<file path="src/rtl/recovery_pkg.sv">
// recovery_pkg: shared state encoding and default constants for recovery_sequencer (RECOVERY_WATCHDOG_EN-aware build)
package recovery_pkg;
  typedef enum logic [2:0] {
    RUN     = 3'd0,
    DRAIN   = 3'd1,
    FLUSH   = 3'd2,
    RESTORE = 3'd3,
    HALT    = 3'd4
  } state_e;
  localparam logic [31:0] DEF_RESET_PC      = 32'h0000_0000;
  localparam int          DEF_MAX_RETRY     = 3;
  localparam int          DEF_RETRY_WINDOW  = 64;
  localparam int          DEF_DRAIN_TIMEOUT = 16;
endpackage

</file>
<file path="src/rtl/drain_watchdog.sv">
// drain_watchdog: counts DRAIN cycles and flags when TIMEOUT cycles have elapsed (used only with RECOVERY_WATCHDOG_EN)
module drain_watchdog #(
  parameter int TIMEOUT = 16
) (
  input  logic clk,
  input  logic reset,
  input  logic start,
  input  logic active,
  output logic expired
);
  localparam int CW = $clog2(TIMEOUT + 1);
  logic [CW-1:0] cnt_q, cnt_d;
  // clear on entry, count while draining, saturate at the limit
  always_comb cnt_d = start ? '0 : (active && cnt_q != CW'(TIMEOUT)) ? cnt_q + 1'b1 : cnt_q;
  // counter register
  always_ff @(posedge clk) cnt_q <= reset ? '0 : cnt_d;
  // the cycle holding TIMEOUT-1 is the last allowed drain cycle
  assign expired = active && (cnt_q >= CW'(TIMEOUT - 1));
endmodule

</file>
<file path="src/rtl/recovery_sequencer.sv">
// recovery_sequencer: fault-recovery FSM (freeze/drain/flush/restore, bounded retries, sticky halt); drain watchdog under RECOVERY_WATCHDOG_EN
module recovery_sequencer
  import recovery_pkg::*;
#(
  parameter logic [31:0] RESET_PC      = DEF_RESET_PC,
  parameter int          MAX_RETRY     = DEF_MAX_RETRY,
  parameter int          RETRY_WINDOW  = DEF_RETRY_WINDOW,
  parameter int          DRAIN_TIMEOUT = DEF_DRAIN_TIMEOUT
) (
  input  logic                               clk,
  input  logic                               reset,
  input  logic                               fault_valid,
  input  logic                               fault_critical,
  input  logic                               commit_valid,
  input  logic [31:0]                        commit_pc,
  input  logic                               pipe_empty,
  output logic                               freeze,
  output logic                               flush,
  output logic                               pc_restore_valid,
  output logic [31:0]                        pc_restore,
  output logic [$clog2(MAX_RETRY+1)-1:0]     retry_count,
  output logic                               halted
);
  localparam int RCW = $clog2(MAX_RETRY + 1);
  localparam int CCW = $clog2(RETRY_WINDOW + 1);
  state_e         state_q, state_d;
  logic [31:0]    ckpt_q, ckpt_d;
  logic [CCW-1:0] clean_q, clean_d;
  logic [RCW-1:0] retry_q, retry_d;
  logic           crit, wd_expired;
  assign crit = fault_valid && fault_critical;
`ifdef RECOVERY_WATCHDOG_EN
  drain_watchdog #(.TIMEOUT(DRAIN_TIMEOUT)) u_wd (
    .clk     (clk),
    .reset   (reset),
    .start   (state_q != DRAIN && state_d == DRAIN),
    .active  (state_q == DRAIN),
    .expired (wd_expired)
  );
`else
  assign wd_expired = 1'b0 && (DRAIN_TIMEOUT > 0);
`endif
  // next-state, checkpoint capture, clean-window and retry bookkeeping
  always_comb begin
    state_d = state_q;
    ckpt_d  = ckpt_q;
    clean_d = clean_q;
    retry_d = retry_q;
    case (state_q)
      RUN: begin
        if (fault_valid) begin
          clean_d = '0;
          state_d = (fault_critical || retry_q == RCW'(MAX_RETRY)) ? HALT : DRAIN;
        end else if (commit_valid) begin
          ckpt_d  = commit_pc;
          clean_d = (clean_q == CCW'(RETRY_WINDOW)) ? clean_q : clean_q + 1'b1;
          retry_d = (clean_d == CCW'(RETRY_WINDOW)) ? '0 : retry_q;
        end
      end
      DRAIN:   state_d = (crit || (wd_expired && !pipe_empty)) ? HALT : pipe_empty ? FLUSH : DRAIN;
      FLUSH:   state_d = crit ? HALT : RESTORE;
      RESTORE: begin
        retry_d = (retry_q == RCW'(MAX_RETRY)) ? retry_q : retry_q + 1'b1;
        state_d = crit ? HALT : RUN;
      end
      default: state_d = HALT;
    endcase
  end
  // state registers with synchronous reset
  always_ff @(posedge clk) begin
    state_q <= reset ? RUN : state_d;
    ckpt_q  <= reset ? RESET_PC : ckpt_d;
    clean_q <= reset ? '0 : clean_d;
    retry_q <= reset ? '0 : retry_d;
  end
  assign freeze           = state_q != RUN;
  assign flush            = state_q == FLUSH;
  assign pc_restore_valid = state_q == RESTORE;
  assign halted           = state_q == HALT;
  assign pc_restore       = ckpt_q;
  assign retry_count      = retry_q;
endmodule

</file>
<file path="config.mk">
export PLATFORM = sky130hd
export DESIGN_NAME = recovery_sequencer
export DESIGN_NICKNAME = d
export VERILOG_FILES = /design/src/rtl/recovery_pkg.sv /design/src/rtl/drain_watchdog.sv /design/src/rtl/recovery_sequencer.sv
export SDC_FILE = /design/constraint.sdc
export NUM_CORES = 1
export LEC_CHECK = 0
export CAP_MARGIN = 5
export CORE_ASPECT_RATIO = 0.9
export CORE_MARGIN = 5
export CORE_UTILIZATION = 30
export DETAILED_ROUTE_END_ITERATION = 10
export PLACE_DENSITY = 0.7
export SETUP_SLACK_MARGIN = 0.4
export SLEW_MARGIN = 20
export SYNTH_ARGS = -nofsm -noshare
export SYNTH_HDL_FRONTEND = slang
export SYNTH_HIERARCHICAL = 1
export SYNTH_SLANG_ARGS = --single-unit
</file>
<file path="constraint.sdc">
create_clock -name clk -period 2.6 [get_ports clk]
set_input_delay 0.52 -clock clk [delete_from_list [all_inputs] [get_ports clk]]
set_output_delay 0.52 -clock clk [all_outputs]
set_load 0.02 [all_outputs]
</file>
==> impl_metrics.toml <==
[timing]
rsz0062_at_grt = "yes"
final_max_slew_viol_count = 0
worst_pin_slew_ns = 0.552
finalCritPeriodShare_pct = 80.4
finClkSkew_ns = 0.00530
hold_ws_ns = 0.456
relSlewSlack_pct = 63.1
hold_viol_final = 0
clock.fmax_mhz = 478
timing.final.ws_setup_ns = 0.509
setup_viol = 0
min_period_ns = 2.09
finalSetupTns_ns = 0

[clock_network]
clk_pin_slew_worst_paths_ns = 0.08
postCtsSetupBuffers = 0
clk_latency_ns = 0.29
cts_buffer_depth = 2
clockRootBuffer = "clkbuf_8"
numCtsBuffers = 5
cts_num_sinks = 44
cts_max_level = 2
cts_tree = "yes"
hold_buffers = 0

[pwr]
ir_drop_mv = 0.229
power_mw = 1.41
power.density_nw_per_um2 = 493
leakage_nw = 1.08

[place]
gp_congestion = 0.759
numPortBuffers = 75
pre_cts_slack_ns = 0.458
dp_hpwl_microns = 3760
dp.cells = 391

[route]
vias = 1816
ant_nets = 0
drt-total-wl_microns = 5030
drc_errors = 0
vias_per_cell = 4.55
wl_per_cell_microns = 12.6
drtIter0Drc = 112
drtPass1Iterations = 4

[worst_setup_path]
critical_path_class = "flip-flop to output port"
crit_start = "state_q[0]"
cp-start-kind = "flip-flop"
worst_ep_arrival_time_ns = 1.57
rr_startpoint = "clean_q[0]"
path_max_fanout = 10
required_ns = 2.08
cp-end-kind = "output port"

[finish]
stdcell_count = 399
nets = 352
final_common_cell = "clkdlybuf4s50_1"
nFillCells = 601
diodes = 0
synthToLayoutAreaGrowth_pct = 49.2
drive_gt1_share_pct = 8.97
layout_common_cells = "73 x clkdlybuf4s50_1, 67 x nand2_1, 41 x dfxtp_1"

[global_routing]
grt_pass1_vias = 1741
antenna_found_initial = 0
grt.total_usage_pct = 12.4
overflow = 0
grt_start_max_net_pins = 31
grt_first_pass_wirelength_microns = 8000

[logic_synthesis]
ys_types = 41
ys.warnings.count = 6
synth_seq_cells = 44
netlist_area_sq_um = 1920
synth_nets = 281
postSynthCellCount = 240
synth.avg_cell_area_sq_um = 8.01
synth_seq_area_share_pct = 45.8

[die]
die_w_microns = 94.4
floorplan.initialDensity_pct = 31.1
core_area_sq_um = 6180
fp.dieArea_sq_um = 8110
row_count = 27
die_h_microns = 85.9
ioPinCount = 76

[hold_path]
hp-class = "flip-flop to flip-flop"
hp-start = "pc_restore[19]"

[status]
status = "finished, final reports clean"

[run]
drv_cap = 0
==> synthesized netlist by cell type, drive strengths merged <==
cell | instances | area share (%)
a21oi | 40 | 10
nor3b | 1 | 0.39
a22oi | 2 | 0.78
a2111oi | 1 | 0.78
a2111o | 1 | 0.59
nor4 | 1 | 1.1
nand4 | 1 | 0.33
and3 | 3 | 1.0
inv | 6 | 1.2
nand3b | 6 | 2.3
o21bai | 1 | 0.39
nand3 | 2 | 0.52
a31oi | 3 | 1.8
a31o | 1 | 0.46
xnor2 | 1 | 0.46
a41o | 1 | 0.52
or3 | 2 | 0.65
o2111ai | 1 | 0.78
buf | 6 | 2.0
and4 | 1 | 0.46
ha | 3 | 2.0
xor2 | 2 | 0.91
clkbuf | 11 | 2.1
a221o | 1 | 0.52
nor3 | 2 | 0.78
a211oi | 3 | 1.7
nand2b | 1 | 0.33
o21ai | 3 | 0.78
o21a | 1 | 0.39
nor2 | 18 | 3.5
and2 | 2 | 0.72
a21o | 1 | 0.39
dfxtp | 44 | 46
nand2 | 67 | 13
==> cell type report <==
class	count	area, sq um	area share (%)
multi-input cells	173	953	33.2
flip-flops and latches	44	885	30.8
repair buffers	81	801	27.9
well taps	87	109	3.80
clock buffers	6	82.6	2.88
inverters	6	22.5	0.785
clock inverters	2	15.0	0.524
==> path summary, 6_finish.rpt <==
path,to,slack (ns),depth (start not counted)
worst max-delay path,halted,0.51,3
worst min-delay path,pc_restore[19],0.46,2
worst max register to register,retry_count[1],0.54,7
worst min register to register,pc_restore[19],0.46,2
==> sequential cells by signal, summed over array words and instances (netlist names) <==
name and count:
clean_q 7, pc_restore 32, retry_count 2, state_q 3
==> stage by stage <==
stage	util (%)	cell area, sq um
global placement	44.4	2750
global route	46.4	2870
detailed placement	44.4	2750
floorplan	-	1920
CTS	46.0	2850
finish	46.4	2870
==> worst max-delay path: stages, from the launching register on <==
cell             delay, ns
dfxtp_2               0.38
nor2_4                0.17
and2_1                0.14
clkdlybuf4s50_1       0.59
==> what timing repair did <==
action                     4_1_cts  5_1_grt
pin swaps                        0        1
resized for setup                1        7
setup endpoints to repair        1        5
==> routing by layer <==
metal	track usage [%]	share of wire (%)	wire (microns)
met3	3.68	4.6	232
met1	14.3	44	2210
met5	0	0	0
met2	20.9	49	2480
met4	6.17	2.3	114
==> kinds of logic after synthesis <==
group,share of synthesized area [%]
adder cells (fa/ha/maj),1.95
buffers and inverters,5.34
flip-flops,45.8
XOR/XNOR,1.37
AO/OA/AOI/OAI,20.2
AND/OR/NAND/NOR,25.3
==> report_power, final <==
| part | switching [mW] | internal (mW) |
|---|---|---|
| Clock | 0.230 | 0.215 |
| Combinational | 0.120 | 0.129 |
| Sequential | 0.0188 | 0.701 |
No activity file was read; power rests on OpenSTA's default activity.
